===== config.mk =====
export PLATFORM = sky130hd
export DESIGN_NAME = traffic_lamp_monitor
export DESIGN_NICKNAME = d
export VERILOG_FILES = /design/src/rtl/traffic_lamp_monitor.sv
export SDC_FILE = /design/constraint.sdc
export NUM_CORES = 1
export LEC_CHECK = 0
export CAP_MARGIN = 10
export CORE_ASPECT_RATIO = 0.75
export CORE_MARGIN = 2
export CORE_UTILIZATION = 51
export CTS_CLUSTER_SIZE = 25
export DETAILED_ROUTE_END_ITERATION = 7
export HOLD_SLACK_MARGIN = 0.1
export PLACE_DENSITY = 0.83
export SLEW_MARGIN = 5
export SYNTH_ARGS = -nofsm -noshare
export SYNTH_HDL_FRONTEND = slang
export SYNTH_SLANG_ARGS = --single-unit

===== constraint.sdc =====
create_clock -name clk -period 5.2 [get_ports clk]
set_input_delay 1.3 -clock clk [delete_from_list [all_inputs] [get_ports clk]]
set_output_delay 1.3 -clock clk [all_outputs]
set_load 0.05 [all_outputs]

===== src/rtl/traffic_lamp_monitor.sv =====
// Safety stage between the traffic_light controller and the lamp drivers: forwards lamp requests
// and latches a flashing-amber fail-safe on persistent faults. Optional macro: TLM_GREEN_WDOG_EN.
module traffic_lamp_monitor #(
  parameter int BAD_CYCLES     = 2,
  parameter int RECOVER_CYCLES = 8,
  parameter int FLASH_HALF     = 4,
  parameter int MAX_GREEN      = 8
) (
  input  logic       clk,
  input  logic       rst,
  input  logic [2:0] light_A,
  input  logic [2:0] light_B,
  input  logic       fault_clr,
  output logic [2:0] lamp_A,
  output logic [2:0] lamp_B,
  output logic       fault,
  output logic [2:0] fault_code,
  output logic [1:0] debug_state
);

  localparam logic [1:0] ST_PASS    = 2'd0;
  localparam logic [1:0] ST_SUSPECT = 2'd1;
  localparam logic [1:0] ST_FLASH   = 2'd2;
  localparam logic [1:0] ST_RECOVER = 2'd3;

  localparam logic [2:0] LAMP_GREEN = 3'b001;
  localparam logic [2:0] LAMP_AMBER = 3'b010;
  localparam logic [2:0] LAMP_RED   = 3'b100;
  localparam logic [2:0] LAMP_OFF   = 3'b000;

  localparam int BW = $clog2(BAD_CYCLES + 1);
  localparam int RW = $clog2(RECOVER_CYCLES + 1);
  localparam int FW = $clog2(FLASH_HALF + 1);

  if (BAD_CYCLES < 1 || RECOVER_CYCLES < 1 || FLASH_HALF < 1 || MAX_GREEN < 1) begin : g_param_check
    $error("traffic_lamp_monitor: all timing parameters must be >= 1");
  end

  logic [1:0]    state;
  logic [BW-1:0] bad_cnt;
  logic [RW-1:0] rec_cnt;
  logic [FW-1:0] flash_cnt;
  logic          flash_off;
  logic [2:0]    cause_acc;

  logic          enc_err;
  logic          conflict;
  logic          wdog;
  logic [2:0]    cause;
  logic          bad;
  logic [BW-1:0] bad_next;
  logic          bad_trip;

`ifdef TLM_GREEN_WDOG_EN
  localparam int GW = $clog2(MAX_GREEN + 1);
  logic [GW-1:0] gcnt_a;
  logic [GW-1:0] gcnt_b;

  // Counters track the raw inputs in every state so the watchdog sees true green run length.
  always_ff @(posedge clk) begin
    if (rst) begin
      gcnt_a <= '0;
      gcnt_b <= '0;
    end else begin
      if (light_A != LAMP_GREEN)          gcnt_a <= '0;
      else if (gcnt_a != GW'(MAX_GREEN))  gcnt_a <= gcnt_a + 1'b1;
      if (light_B != LAMP_GREEN)          gcnt_b <= '0;
      else if (gcnt_b != GW'(MAX_GREEN))  gcnt_b <= gcnt_b + 1'b1;
    end
  end

  assign wdog = ((light_A == LAMP_GREEN) && (gcnt_a == GW'(MAX_GREEN))) ||
                ((light_B == LAMP_GREEN) && (gcnt_b == GW'(MAX_GREEN)));
`else
  assign wdog = 1'b0;
`endif

  assign enc_err  = !$onehot(light_A) || !$onehot(light_B);
  assign conflict = (light_A != LAMP_RED) && (light_B != LAMP_RED);
  assign cause    = {wdog, conflict, enc_err};
  assign bad      = |cause;

  assign bad_next = (bad_cnt == BW'(BAD_CYCLES)) ? bad_cnt : bad_cnt + 1'b1;
  assign bad_trip = (bad_next == BW'(BAD_CYCLES));

  assign debug_state = state;

  always_ff @(posedge clk) begin
    if (rst) begin
      state      <= ST_PASS;
      lamp_A     <= LAMP_RED;
      lamp_B     <= LAMP_RED;
      fault      <= 1'b0;
      fault_code <= 3'b000;
      bad_cnt    <= '0;
      rec_cnt    <= '0;
      flash_cnt  <= '0;
      flash_off  <= 1'b0;
      cause_acc  <= 3'b000;
    end else begin
      case (state)
        ST_PASS: begin
          if (bad) begin
            cause_acc <= cause;
            if (BAD_CYCLES == 1) begin
              state      <= ST_FLASH;
              fault      <= 1'b1;
              fault_code <= cause;
              flash_cnt  <= '0;
              flash_off  <= 1'b0;
              lamp_A     <= LAMP_AMBER;
              lamp_B     <= LAMP_AMBER;
            end else begin
              state   <= ST_SUSPECT;
              bad_cnt <= BW'(1);
              lamp_A  <= LAMP_RED;
              lamp_B  <= LAMP_RED;
            end
          end else begin
            cause_acc <= 3'b000;
            lamp_A    <= light_A;
            lamp_B    <= light_B;
          end
        end

        ST_SUSPECT: begin
          if (bad) begin
            bad_cnt   <= bad_next;
            cause_acc <= cause_acc | cause;
            if (bad_trip) begin
              state      <= ST_FLASH;
              fault      <= 1'b1;
              fault_code <= cause_acc | cause;
              flash_cnt  <= '0;
              flash_off  <= 1'b0;
              lamp_A     <= LAMP_AMBER;
              lamp_B     <= LAMP_AMBER;
            end else begin
              lamp_A <= LAMP_RED;
              lamp_B <= LAMP_RED;
            end
          end else begin
            state     <= ST_PASS;
            bad_cnt   <= '0;
            cause_acc <= 3'b000;
            lamp_A    <= light_A;
            lamp_B    <= light_B;
          end
        end

        ST_FLASH: begin
          if (fault_clr) begin
            state   <= ST_RECOVER;
            rec_cnt <= '0;
            lamp_A  <= LAMP_RED;
            lamp_B  <= LAMP_RED;
          end else if (flash_cnt == FW'(FLASH_HALF - 1)) begin
            // End of a half period: swap between amber and dark.
            flash_cnt <= '0;
            flash_off <= ~flash_off;
            lamp_A    <= flash_off ? LAMP_AMBER : LAMP_OFF;
            lamp_B    <= flash_off ? LAMP_AMBER : LAMP_OFF;
          end else begin
            flash_cnt <= flash_cnt + 1'b1;
            lamp_A    <= flash_off ? LAMP_OFF : LAMP_AMBER;
            lamp_B    <= flash_off ? LAMP_OFF : LAMP_AMBER;
          end
        end

        ST_RECOVER: begin
          lamp_A <= LAMP_RED;
          lamp_B <= LAMP_RED;
          if (bad) begin
            rec_cnt <= '0;
          end else if (rec_cnt == RW'(RECOVER_CYCLES - 1)) begin
            // Lamps stay red on this edge; inputs pass through from the next one.
            state      <= ST_PASS;
            fault      <= 1'b0;
            fault_code <= 3'b000;
            rec_cnt    <= '0;
            bad_cnt    <= '0;
            cause_acc  <= 3'b000;
          end else begin
            rec_cnt <= rec_cnt + 1'b1;
          end
        end

        default: begin
          state  <= ST_PASS;
          lamp_A <= LAMP_RED;
          lamp_B <= LAMP_RED;
        end
      endcase
    end
  end

endmodule


==> metrics.md, run 1 <==
| Metric | Value |
|---|---|
| Status | `completed` |
| Post-synth top cells | `dfxtp_1 (24), nand2_1 (14), a21oi_1 (11)` |
| Io pins | `21` |
| Post-synth EDFFs | `0` |
| Clk root buf | `clkbuf_4` |
| Worst-path cell chain | `clkdlybuf4s50_1 -> inv_1 -> fa_1 -> nand4bb_1 -> a21o_2 -> nand2_1 -> nor3b_1` |
| Largest net degree at the start of global routing | `23` |
| Peak Freq | `299 MHz` |
| Worst-Skew Late Latency | `320 ps` |
| Crit. End Element | `flip-flop` |
| Crit share post-route | `64.2%` |
| TritonCTS buffer count | `3` |
| Max Cap Viol | `0` |
| Drt wl/cell | `15.0 um` |
| Critical path launch point type | `input pin` |
| Final non-filler cell total | `181` |
| Number of global-route vias before repair | `1,034` |
| Fin util | `64.0%` |
| HP Class | `flip-flop to flip-flop` |
| Worst setup startpoint | `light_B[0]` |
| Post-DP Area | `1410 sq um` |
| Layout Nets | `171` |
| Synth Warn # | `0` |
| P&R area growth vs syn | `20.4%` |
| Syn_nets | `152` |
| Critical path class | `input pin to flip-flop` |
| Bufs and invs on worst path | `2` |
| Die Y | `46.0 um` |
| Synth top area share | `40.1%` |
| Post-synth ARST share | `0%` |
| Final TNS setup | `0 ps` |
| Mean Syn Cell Area | `8.68 sq um` |
| CP peak stage delay | `480 ps` |
| I/O Buffers | `20` |
| P_leak | `0.541 nW` |
| Worst hold slack | `484 ps` |
| CTS H-Tree Depth | `1` |
| Most frequent cell after synthesis | `dfxtp_1` |
| Rows | `15` |
| Worst Path Max Fanout | `12` |
| Area contributors post-synth | `dfxtp_1 (40%), a21oi_1 (4.6%), nand2_1 (4.4%)` |
| Number of synthesized register bits | `24` |
| Share of cells above drive strength 1 | `7.05%` |
| DP Cell Count | `177` |
| Slowest cell on the critical path | `clkdlybuf4s50_1` |
| Via count | `1,105` |
| First-pass GRT wire length | `4630 um` |
| Worst vdd ir | `0.176 mV` |
| Max Slew Vio Count | `0` |
| Power Dens Cells | `320 nW/um^2` |
| Clock transition at path regs | `120 ps` |
| Total Wirelength | `2720 um` |
| Cell area after synthesis | `1200 sq um` |
| Core Region | `2250 sq um` |
| CTS tree | `done` |
| Starting DRC count in detailed routing | `33` |
| GPL Wtd Cong | `0.873` |
| Post-DP HPWL | `2010 um` |
| Final ANT Viol Nets | `0` |
| Worst slack, placed | `1550 ps` |
| Top FF cell, synth | `dfxtp_1` |
| Seq/Total Area, Yosys | `40.1%` |
| Slew HR | `42.1%` |
| Residual DRC | `0` |
| Final Hold Viols | `0` |
| Initial Util | `53.2%` |
| Mapped Cells | `138` |
| Congestion Overflow GR | `0` |
| Clock sinks | `24` |
| Final setup margin | `1860 ps` |
| CP arrival | `3570 ps` |
| Final setup viols | `0` |
| Fin area | `1440 sq um` |
| Post-CTS Hold Buffers | `0` |
| Cell taking the most area after synthesis | `dfxtp_1` |
| Cells resized by post-CTS repair | `0` |
| Setup bufs post-CTS | `0` |
| Die W | `60.0 um` |
| Count of cell types in the netlist | `45` |
| Worst Skew | `7.80 ps` |
| Worst Path Required | `5430 ps` |
| Initial antenna violation count | `0` |
| Die footprint | `2760 sq um` |
| All-Layer GR Usage | `22.9%` |
| Worst-Margin Slew | `866 ps` |
| Worst Hold Launch | `fault` |
| Initial DRT Pass Iterations | `4` |
| Delay-heaviest family, CP | `simple AND/OR/NAND/NOR gates` |
| RSZ-0062 raised after global routing | `false` |
| Reg2reg start | `debug_state[1]` |
| Clock Tree Buf Depth | `2` |
| Fin crit period | `3340 ps` |
| Vias per cell | `6.10` |
| Fillers | `208` |
| N_diodes | `0` |
| Total power | `0.462 mW` |
## power breakdown
| part | switching, mW | internal [mW] | leakage [nW] |
|---|---|---|---|
| sequential | 0.0202 | 0.201 | 0.196 |
| clock | 0.0574 | 0.0429 | 0.0210 |
| combinational | 0.0879 | 0.0520 | 0.324 |
## routing by layer
metal | up-vias | GRT usage (%) | part of all wire (%)
met2 | 42 | 38.3 | 46
met3 | 4 | 6.53 | 7.6
met1 | 527 | 29.4 | 46
li1 | 532 | - | -
met4 | 0 | 5.33 | 0.99
met5 | - | 0 | 0
## worst reg2reg max path: stages (launching register included)
cell	delay (ps)
dfxtp_1	720
nor3b_1	600
nor2b_1	210
o21ai_0	80
a311oi_1	240
## state kept, by name, summed over array words and instances, names as in the netlist
| name | cells |
|---|---|
| debug_state | 2 |
| cause_acc | 2 |
| fault | 1 |
| flash_cnt | 3 |
| fault_code | 3 |
| lamp_B | 3 |
| lamp_A | 3 |
| bad_cnt | 2 |
| rec_cnt | 4 |
| flash_off | 1 |
## cell type report
cell class                 count  area [sq um]  share of cell area [%]
sequential                    24           480                    33.3
timing repair buffer          20           200                    13.9
tap                           25          31.3                    2.17
multi-input combinational     98           656                    45.5
clock buffer                   4          36.3                    2.52
inverter                      10          37.5                    2.60
## cells in the final DEF (no fill, tap or decap), types with 3 or more instances in the layout
master           count
dfxtp_1             24
clkdlybuf4s50_1     20
nand2_1             14
a21oi_1             11
inv_1               10
o21ai_0              9
nand3_1              6
nor2_1               5
nor3b_1              5
a31oi_1              3
ha_1                 3
clkbuf_4             3
## path summary, 6_finish.rpt
check	to	slack [ps]	cells after the start
max	fault_code[2]	1860	7
max reg2reg	flash_cnt[0]	3280	4
min reg2reg	fault	480	2
min	fault	480	2
## cells by family (layout without fill, tap and decap cells)
kind of cell             Yosys count  in the layout  share of synthesized area [%]
buffers and inverters             16             34                           5.12
multiplexers                       1              1                          0.836
XOR/XNOR                           2              2                           1.46
AO/OA/AOI/OAI                     41             41                           21.9
adder cells (fa/ha/maj)            5              5                           6.48
AND/OR/NAND/NOR                   49             49                           24.0
flip-flops                        24             24                           40.1
(Power assumes the default switching activity.)
==> run 2, diff against run 1 <==
--- a/config.mk
+++ b/config.mk
@@ -8,11 +8,11 @@
 export CAP_MARGIN = 10
 export CORE_ASPECT_RATIO = 0.75
 export CORE_MARGIN = 2
-export CORE_UTILIZATION = 51
+export CORE_UTILIZATION = 46
 export CTS_CLUSTER_SIZE = 25
 export DETAILED_ROUTE_END_ITERATION = 7
 export HOLD_SLACK_MARGIN = 0.1
-export PLACE_DENSITY = 0.83
+export PLACE_DENSITY = 0.79
 export SLEW_MARGIN = 5
 export SYNTH_ARGS = -nofsm -noshare
 export SYNTH_HDL_FRONTEND = slang
==> constraint.sdc (replaced) <==
create_clock -name clk -period 2.85 [get_ports clk]
set_input_delay 0.7125 -clock clk [delete_from_list [all_inputs] [get_ports clk]]
set_output_delay 0.7125 -clock clk [all_outputs]
set_load 0.05 [all_outputs]
==> run 2 against run 1 <==
- cell count is 8.8% higher
- highest routed layer unchanged
- largest power group unchanged
- sequential share of layout area is 1.8 points lower
- via count down 1.2%
==> metrics.md, run 2 (synthesized netlist as in run 1, its figures left out) <==
| Metric | Value |
|---|---|
| Clk root buf | `clkbuf_4` |
| Switching Share | `32.9%` |
| Worst vdd ir | `0.522 mV` |
| Clock transition at path regs | `140 ps` |
| DP Cell Count | `193` |
| Clock Power Share | `26.9%` |
| Total Wirelength | `2720 um` |
| Residual DRC | `0` |
| Die Y | `48.2 um` |
| Die W | `62.9 um` |
| Congestion Overflow GR | `0` |
| Post-DP HPWL | `2030 um` |
| Worst hold slack | `498 ps` |
| Worst-Skew Late Latency | `320 ps` |
| Io pins | `21` |
| Worst Skew | `12.0 ps` |
| Fin area | `1520 sq um` |
| HP Class | `flip-flop to flip-flop` |
| Drt wl/cell | `13.8 um` |
| Final ANT Viol Nets | `0` |
| Worst Path Max Fanout | `17` |
| Critical path launch point type | `flip-flop` |
| Fin crit period | `2630 ps` |
| Largest net degree at the start of global routing | `22` |
| RSZ-0062 raised after global routing | `false` |
| Layout Nets | `178` |
| I/O Buffers | `20` |
| Critical path class | `flip-flop to output pin` |
| All-Layer GR Usage | `20.4%` |
| Worst-path cell chain | `clkdlybuf4s50_1` |
| CTS H-Tree Depth | `1` |
| Largest register FFs | `4` |
| Fillers | `221` |
| Crit share post-route | `92.4%` |
| Final non-filler cell total | `197` |
| Vias per cell | `5.54` |
| Rows | `15` |
| Post-DP Area | `1470 sq um` |
| CP arrival | `1920 ps` |
| Peak Freq | `380 MHz` |
| Slowest cell on the critical path | `clkdlybuf4s50_1` |
| Cells resized by post-CTS repair | `0` |
| Post-CTS Hold Buffers | `0` |
| Clock sinks | `24` |
| Sequential power share | `43.3%` |
| CTS tree | `done` |
| Delay-heaviest family, CP | `buffers and inverters` |
| First-pass GRT wire length | `4800 um` |
| Die footprint | `3030 sq um` |
| CP peak stage delay | `910 ps` |
| Max Cap Viol | `0` |
| Share of cells above drive strength 1 | `11.0%` |
| Internal Dissipation | `0.612 mW` |
| Worst Path Required | `2140 ps` |
| Crit. End Element | `output pin` |
| Via count | `1,092` |
| Max Slew Vio Count | `0` |
| Starting DRC count in detailed routing | `60` |
| Power Dens Cells | `600 nW/um^2` |
| Status | `completed` |
| NetSw | `0.300 mW` |
| Worst-Margin Slew | `633 ps` |
| Initial DRT Pass Iterations | `4` |
| Slew HR | `57.7%` |
| Initial Util | `50.2%` |
| Commonest non-fill, non-tap cell in the layout | `dfxtp_1` |
| Combinational Power Share | `29.7%` |
| Initial antenna violation count | `0` |
| Bufs and invs on worst path | `1` |
| P_leak | `0.582 nW` |
| Final Hold Viols | `0` |
| Core Region | `2380 sq um` |
| P&R area growth vs syn | `27.1%` |
| GPL Wtd Cong | `0.839` |
| Commonest non-fill, non-tap cells in the layout | `dfxtp_1 (24), clkdlybuf4s50_1 (20), nand2_1 (14), a21oi_1 (11), inv_1 (10)` |
| Setup bufs post-CTS | `0` |
| Final setup viols | `0` |
| N_diodes | `0` |
| TritonCTS buffer count | `3` |
| Clock Tree Buf Depth | `2` |
| Biggest register | `rec_cnt` |
| Number of global-route vias before repair | `1,055` |
==> run 2: cell types whose count changed in the layout (fill, tap and decap cells not counted) <==
cell       before  now
clkbuf_8        1    0
bufinv_16       0    1
buf_4           0    7
==> run 2: routing by layer <==
| metal | global-route usage (%) | vias up | share of wire [%] |
|---|---|---|---|
| met2 | 34.9 | 45 | 45 |
| met3 | 6.24 | 2 | 8.1 |
| met4 | 4.00 | 0 | 0.26 |
| met5 | 0 | - | 0 |
| met1 | 26.5 | 495 | 46 |
| li1 | - | 550 | - |
==> run 2: stage by stage <==
step                power (mW)  worst slack [ps]  utilization (%)  TNS [ps]
detailed placement       0.671             -51.0             61.6      -137
global placement         0.667              2.85             61.6         0
finish                   0.912               216             63.8         0
CTS                      0.920               212             63.8         0
global route             0.963               143             63.8         0
floorplan                0.579               515                -         0
==> run 2: worst paths after layout <==
path / endpoint / start / slack, ps / cells after the start
worst max-delay path: debug_state[1] / debug_state[1] / 220 / 1
worst min-delay path: fault_code[2] / fault_code[2] / 500 / 2
worst max register to register: flash_cnt[0] / debug_state[1] / 950 / 4
worst min register to register: fault_code[2] / fault_code[2] / 500 / 2
==> run 2: power by group through the flow <==
| stage | Combinational [mW] | Sequential (mW) | Clock (mW) |
|---|---|---|---|
| 2_1_floorplan | 0.112 | 0.467 | 0 |
| 3_3_place_gp | 0.266 | 0.400 | 0 |
| 3_5_place_dp | 0.269 | 0.402 | 0 |
| 4_1_cts | 0.271 | 0.395 | 0.254 |
| 5_1_grt | 0.295 | 0.399 | 0.269 |
| 6_report | 0.271 | 0.395 | 0.246 |
==> run 2: final cells by class <==
class | instances | area, sq um | area share [%]
multi-input combinational | 98 | 656 | 43.1
sequential | 24 | 480 | 31.6
timing repair buffer | 27 | 253 | 16.6
tap | 34 | 42.5 | 2.80
inverter | 10 | 37.5 | 2.47
clock inverter | 1 | 30.0 | 1.97
clock buffer | 3 | 22.5 | 1.48
